--- config.mk ---
export PLATFORM = sky130hd
export DESIGN_NAME = rca_wb_serializer
export DESIGN_NICKNAME = d
export VERILOG_FILES = /design/src/rtl/rca_wb_serializer.sv
export SDC_FILE = /design/constraint.sdc
export NUM_CORES = 1
export LEC_CHECK = 0
export CAP_MARGIN = 15
export CORE_MARGIN = 5
export CORE_UTILIZATION = 25
export DETAILED_ROUTE_END_ITERATION = 8
export PLACE_DENSITY_LB_ADDON = 0.05
export SETUP_SLACK_MARGIN = 0.02
export SLEW_MARGIN = 20
export SYNTH_ARGS = -nofsm -noshare
export SYNTH_HDL_FRONTEND = slang
export SYNTH_SLANG_ARGS = --single-unit
--- constraint.sdc ---
create_clock -name clk -period 24.7 [get_ports clk]
set_clock_uncertainty 0.1 [all_clocks]
set_input_delay 2.47 -clock clk [delete_from_list [all_inputs] [get_ports clk]]
set_output_delay 2.47 -clock clk [all_outputs]
set_load 0.05 [all_outputs]
--- src/rtl/rca_wb_serializer.sv ---
// rca_wb_serializer
//   Buffers RCA writeback bundles in a small circular FIFO and drains the head
//   bundle into a single register-file write port, one write per cycle, in
//   ascending port order. A one-cycle done pulse is issued when a bundle retires.
//
// Ports:
//   clk, rst        clock, synchronous active-high reset
//   flush           discard every buffered bundle
//   in_valid/ready  bundle handshake; in_id, in_rd, in_rd_addr, in_port_en payload
//   rf_we/ready     register write handshake; rf_addr, rf_data, rf_id payload
//   done_valid      head bundle retired this cycle; done_id its id
//   busy            FIFO holds at least one bundle
module rca_wb_serializer #(
  parameter int NUM_WRITE_PORTS = 5,
  parameter int XLEN            = 32,
  parameter int ID_W            = 3,
  parameter int DEPTH           = 2
) (
  input  logic                         clk,
  input  logic                         rst,
  input  logic                         flush,
  input  logic                         in_valid,
  output logic                         in_ready,
  input  logic [ID_W-1:0]              in_id,
  input  logic [NUM_WRITE_PORTS*XLEN-1:0] in_rd,
  input  logic [NUM_WRITE_PORTS*5-1:0] in_rd_addr,
  input  logic [NUM_WRITE_PORTS-1:0]   in_port_en,
  output logic                         rf_we,
  input  logic                         rf_ready,
  output logic [4:0]                   rf_addr,
  output logic [XLEN-1:0]              rf_data,
  output logic [ID_W-1:0]              rf_id,
  output logic                         done_valid,
  output logic [ID_W-1:0]              done_id,
  output logic                         busy
);

  localparam int AW = (DEPTH > 1) ? $clog2(DEPTH) : 1;
  localparam int CW = $clog2(DEPTH + 1);

  typedef logic [NUM_WRITE_PORTS-1:0] mask_t;

  logic [ID_W-1:0]                 r_id   [DEPTH];
  logic [NUM_WRITE_PORTS*XLEN-1:0] r_data [DEPTH];
  logic [NUM_WRITE_PORTS*5-1:0]    r_addr [DEPTH];
  mask_t                           r_mask [DEPTH];

  logic [AW-1:0] r_rptr, r_wptr;
  logic [CW-1:0] r_count;

  logic            w_kill, w_nonempty, w_push, w_fire, w_last, w_found;
  mask_t           w_head_mask, w_sel_oh, w_nz;
  logic [4:0]      w_sel_addr;
  logic [XLEN-1:0] w_sel_data;

  assign w_kill      = rst | flush;
  assign w_nonempty  = (r_count != '0);
  assign w_head_mask = r_mask[r_rptr];

  // Lowest pending port wins, so duplicate addresses land in ascending port order.
  always_comb begin
    w_found    = 1'b0;
    w_sel_oh   = '0;
    w_sel_addr = '0;
    w_sel_data = '0;
    w_nz       = '0;
    for (int unsigned i = 0; i < NUM_WRITE_PORTS; i++) begin
      w_nz[i] = (in_rd_addr[i*5 +: 5] != 5'd0);
      if (w_nonempty && w_head_mask[i] && !w_found) begin
        w_found    = 1'b1;
        w_sel_oh   = mask_t'(1) << i;
        w_sel_addr = r_addr[r_rptr][i*5 +: 5];
        w_sel_data = r_data[r_rptr][i*XLEN +: XLEN];
      end
    end
  end

  // Exactly one bit left in the head mask.
  assign w_last = ((w_head_mask & (w_head_mask - mask_t'(1))) == '0);

  assign in_ready   = (r_count != CW'(DEPTH)) && !flush;
  assign w_push     = in_valid && in_ready;
  assign rf_we      = !w_kill && w_found;
  assign w_fire     = rf_we && rf_ready;
  // An empty-mask head retires immediately without waiting for rf_ready.
  assign done_valid = !w_kill && w_nonempty && (!(|w_head_mask) || (w_fire && w_last));
  assign rf_addr    = w_sel_addr;
  assign rf_data    = w_sel_data;
  assign rf_id      = w_found ? r_id[r_rptr] : '0;
  assign done_id    = done_valid ? r_id[r_rptr] : '0;
  assign busy       = w_nonempty;

  always_ff @(posedge clk) begin
    if (w_kill) begin
      r_rptr  <= '0;
      r_wptr  <= '0;
      r_count <= '0;
    end else begin
      if (w_push)     r_wptr <= r_wptr + 1'b1;
      if (done_valid) r_rptr <= r_rptr + 1'b1;
      if (w_push && !done_valid)      r_count <= r_count + CW'(1);
      else if (!w_push && done_valid) r_count <= r_count - CW'(1);
    end
  end

  // Payload storage needs no reset: occupancy is tracked by the pointers and count.
  always_ff @(posedge clk) begin
    if (!w_kill) begin
      if (w_fire) r_mask[r_rptr] <= w_head_mask & ~w_sel_oh;
      if (w_push) begin
        r_id[r_wptr]   <= in_id;
        r_data[r_wptr] <= in_rd;
        r_addr[r_wptr] <= in_rd_addr;
        r_mask[r_wptr] <= in_port_en & w_nz;
      end
    end
  end

endmodule

Word level (Yosys, flattened, before mapping)
Memory sizes are Yosys's and may differ from the RTL's. A register that Yosys moved wholly into a read port is not among the register bits.
Cells that the tools add are included.
{"block": "word_totals", "reg_bits": 4, "ram_bits": 386, "input_bits": 198, "out_inout_bits": 47, "elab_cells": 93, "memories": 4}
{"block": "op_classes", "addsub": 5, "n_eq_ne": 1, "mux": 38, "bitwise": 5, "reduce_logical": 37}
{"name": "r_data", "depth": 2, "width": 160, "read_ports": 1, "rd_ports_with_merged_regs": 1, "write_ports": 1, "line_no": "44", "rtl": "logic [NUM_WRITE_PORTS*XLEN-1:0] r_data [DEPTH];"}
{"name": "r_addr", "depth": 2, "width": 25, "read_ports": 1, "rd_ports_with_merged_regs": 1, "write_ports": 1, "line_no": "45", "rtl": "logic [NUM_WRITE_PORTS*5-1:0] r_addr [DEPTH];"}
{"name": "r_mask", "depth": 2, "width": 5, "read_ports": 1, "rd_ports_with_merged_regs": 1, "write_ports": 2, "line_no": "46", "rtl": "mask_t r_mask [DEPTH];"}
{"name": "r_id", "depth": 2, "width": 3, "read_ports": 1, "rd_ports_with_merged_regs": 1, "write_ports": 1, "line_no": "43", "rtl": "logic [ID_W-1:0] r_id [DEPTH];"}
{"operator": "32-bit 2-to-1 mux", "count": 5}
{"operator": "5-bit 2-to-1 mux", "count": 9}
{"operator": "5-bit nonzero test", "count": 5}
{"operator": "1-bit 2-to-1 mux", "count": 20}
{"operator": "1-bit logical AND", "count": 18}
{"operator": "5-bit bitwise AND", "count": 3}
{"operator": "1-bit logical NOT", "count": 9}
{"operator": "3-bit 2-to-1 mux", "count": 2}
{"operator": "5-bit logical NOT", "count": 1}
{"operator": "5-bit NOT", "count": 1}
{"operator": "5-bit OR reduction", "count": 1}
{"operator": "5-bit by 1-bit subtractor with 5-bit output (second input constant)", "count": 1}
{"operator": "2-bit 2-to-1 mux", "count": 2}
{"operator": "2-bit nonzero test", "count": 2}
{"operator": "1-bit adder (second input constant)", "count": 2}
{"operator": "2-bit by 1-bit adder with 2-bit output (second input constant)", "count": 1}
{"operator": "2-bit inequality test (second input constant)", "count": 1}
{"operator": "2-bit by 1-bit subtractor with 2-bit output (second input constant)", "count": 1}
{"operator": "1-bit logical OR", "count": 1}
{"operator": "1-bit OR", "count": 1}

Longest topological paths before layout
{"block": "depth", "word_depth": 23, "ltp_mapped": 10, "mapped_depth_nobuf": 8}

Worst setup path before layout
No wires, ideal clock.
{"block": "synth_path", "path_type": "input-to-reg", "startpoint": "input port flush", "endpoint": "memory r_mask[0][0] (netlist bit) (enable)", "t_arrival_ns": 11.050, "setup_slack_ns": 13.201, "path_stages": 3, "cell_sequence": "a211o_1 -> nor3_2 -> o21bai_1"}
{"element": "start, declared", "line_no": "21", "rtl": "input logic flush,"}
{"element": "end, declared", "line_no": "46"}

==> out/metrics.yaml <==
whs_endpoint: "r_count[1]"
finalCriticalPeriod_ns: 7.839
synth_top_family_by_area: "compound AO/OA/AOI/OAI gates"
yosys.cell_count.top_type: "edfxtp_1"
fin_setup_tns_ns: 0
initial_utilization_pct: 25.32
cp_data_required_time_ns: 22.13
whs_ns: 0.4312
nets: 1398
fin_ws_ns: 16.86
crit_arrival_ns: 5.27
vias: 9171
cts_hold_buf: 0
crit_family: "buffers and inverters"
cts-resized-gates: 0
hp-class: "reg -> reg"
grt_max_degree: 138
synth-seq-cells: 391
grt-ovfl-total: 0
status: "finished, final reports clean"
fmax_mhz: 127.6
vias_per_cell: 4.430
path_buf_inv: 3
fin_crit_sh_pct: 31.74
synth-xor-area-share_pct: 0.1675
cts_setup_buffers: 0
grt_pass1_wl_um: 64520
ys_warn_count: 0
finalMaxSlewViolations: 0
fp.dieW_um: 260.5
die_h_um: 260.5
setup_viol: 0
htree_levels: 2
synthMuxAreaShare_pct: 8.360
worst-slew-pin-transition_ns: 1.052
die-area_um2: 67850
crit_chain: "buf_4, mux2i_4, buf_4, o21ai_0, a22oi_1, o22ai_1, clkdlybuf4s50_1"
syn_nets: 1157
ys_types: 44
critPathSlowestCell: "mux2i_4"
synth-async-reset-ratio_pct: 0
ys_top_cells_by_count: "edfxtp_1 (386), mux2i_1 (125), o21ai_0 (81)"
root_buffer: "clkbuf_16"
synth_edf_count: 386
wl_um: 44540
dp_slack_ns: 17.13
slew_headroom_pct: 29.86
ios: 245
r2r_setup_slack_ns: 20.17
cts_max_path_buffers: 3
synth-compound-area-share_pct: 9.868
grt_pass1_vias: 9514
syn_avg_cell_area_um2: 16.37
dp_hpwl_um: 26750
rsz0062_at_grt: "no"
drtPass1Iterations: 5
peakVddDrop_mv: 0.04106
min_path_cells: 2
max_stage_delay_ns: 0.94
antenna_found_initial: 12
clkSlewWorstSetupHoldPaths_ns: 0.06
synth_top_area_share_pct: 73.90
layout-drive-gt1-share_pct: 7.154
ys_seq_area_share_pct: 74.54
hold_viol: 0
yosysTopAreaCell: "edfxtp_1"
coreArea_um2: 61940
start_kind: "flop"
reg2reg_to: "r_count[1]"
synth_fa_ha_area_share_pct: 0.07977
clk_latency_ns: 0.58
powerDensity_nw_per_um2: 71.60
cts_tree: "yes"
p_leak_uw: 0.006223
yosys.area_share.simple_pct: 4.986
rr_worst_depth: 8
portBuffers: 244
drc: 0
grt.total_usage_pct: 12.72
ant_nets: 0
syn_area_um2: 15690
drt_iter0_drc: 448
area_growth_pct: 30.38
endpoint_kind: "primary output"
crit_type: "reg -> out"
gp_congestion: 0.7051
synthFlopType: "edfxtp_1"
wl_per_cell_um: 21.52
worstHoldStart: "r_count[1]"
num_rows: 91
numCtsBuffers: 47
cts_sinks: 391
syn_inst: 958
crit_top_cell: "buf_4"
worst-path-max-fanout: 72
max-cap-violations: 0
synthTopCellsByArea: "edfxtp_1 (74%), mux2i_1 (8.0%), o21ai_0 (2.6%), and3b_1 (2.0%), a211oi_1 (1.8%)"
where the power goes:
group          total, µW  switching (µW)  internal [µW]
logic               90.4            46.6           43.9
clock network        627             263            365
registers            746            3.24            743
how the worst max path moves through the flow:
stage	slack (ns)	endpoint	start	cells after the start
after floorplan	13.20	r_mask[0][0]	flush	3
after global placement	17.18	done_id[1]	rst	6
after detailed placement	17.13	done_id[2]	rst	6
after CTS	16.71	rf_addr[4]	flop	7
after global routing	16.51	rf_addr[3]	flop	7
final	16.86	rf_data[21]	flop	7
layout make-up:
cell class              instances  area [µm²]
clock inverters                15       103.9
clock buffers                  65        1265
fillers                      6081       41490
multi-input cells             492        3727
diodes                          3       7.507
well taps                     837        1047
repair buffers                259        2567
inverters                       8       37.54
flip-flops and latches        391       11700
metrics by stage:
stage,power (µW),utilization (%),instance area [µm²],cells
detailed placement,852.6,30.80,19070,1987
finish,1464,33.02,20450,2070
floorplan,798.5,-,15690,958
global route,1526,33.01,20450,2068
global placement,851.9,30.80,19070,1987
CTS,1493,33.01,20440,2067
registers in the layout, indices dropped and copies added (netlist names), named ones only:
register / cells
r_wptr: 1
r_addr: 50
r_id: 6
r_rptr: 1
r_mask: 10
r_data: 320
r_count: 2
layer usage:
layer,routed length (µm),vias up,part of all wire [%],track usage [%]
li1,-,4343,-,-
met1,19980,4556,45,16.98
met2,21380,195,48,20.75
met3,2316,65,5.2,3.483
met4,794,12,1.8,3.023
met5,78,-,0.18,0
cell usage in the layout (no fill, tap or decap), drive strengths merged, types with 4 or more instances in the layout:
| master | Yosys | layout |
|---|---|---|
| a21oi | 4 | 4 |
| dfxtp | 5 | 5 |
| clkinv | 0 | 13 |
| nand2 | 9 | 9 |
| or4 | 6 | 6 |
| clkbuf | 42 | 65 |
| nor2b | 40 | 40 |
| inv | 8 | 9 |
| o21ai | 81 | 81 |
| mux2i | 125 | 125 |
| nor2 | 11 | 11 |
| mux2 | 5 | 5 |
| clkdlybuf4s50 | 0 | 244 |
| o22ai | 38 | 38 |
| buf | 25 | 15 |
| a22oi | 37 | 37 |
| edfxtp | 386 | 386 |
| a31oi | 35 | 35 |
| and3b | 35 | 35 |
| a211oi | 37 | 37 |
| nor3 | 4 | 4 |
worst register-to-register path: stages (launching register included):
cell,delay (ns)
dfxtp_4,0.92
buf_4,0.94
mux2_2,0.63
a2111oi_2,0.37
nor3_1,0.14
or3_1,0.49
ha_1,0.38
or3_1,0.35
a21oi_1,0.14
logic make-up (layout without fill, tap and decap cells):
family	count (synthesis)	after routing
flip-flops	391	391
buffers and inverters	75	347
adder cells (fa/ha/maj)	1	1
XOR/XNOR	3	3
AO/OA/AOI/OAI	242	242
AND/OR/NAND/NOR	116	116
other	0	3
multiplexers	130	130
No activity file was read; power rests on OpenSTA's default activity.
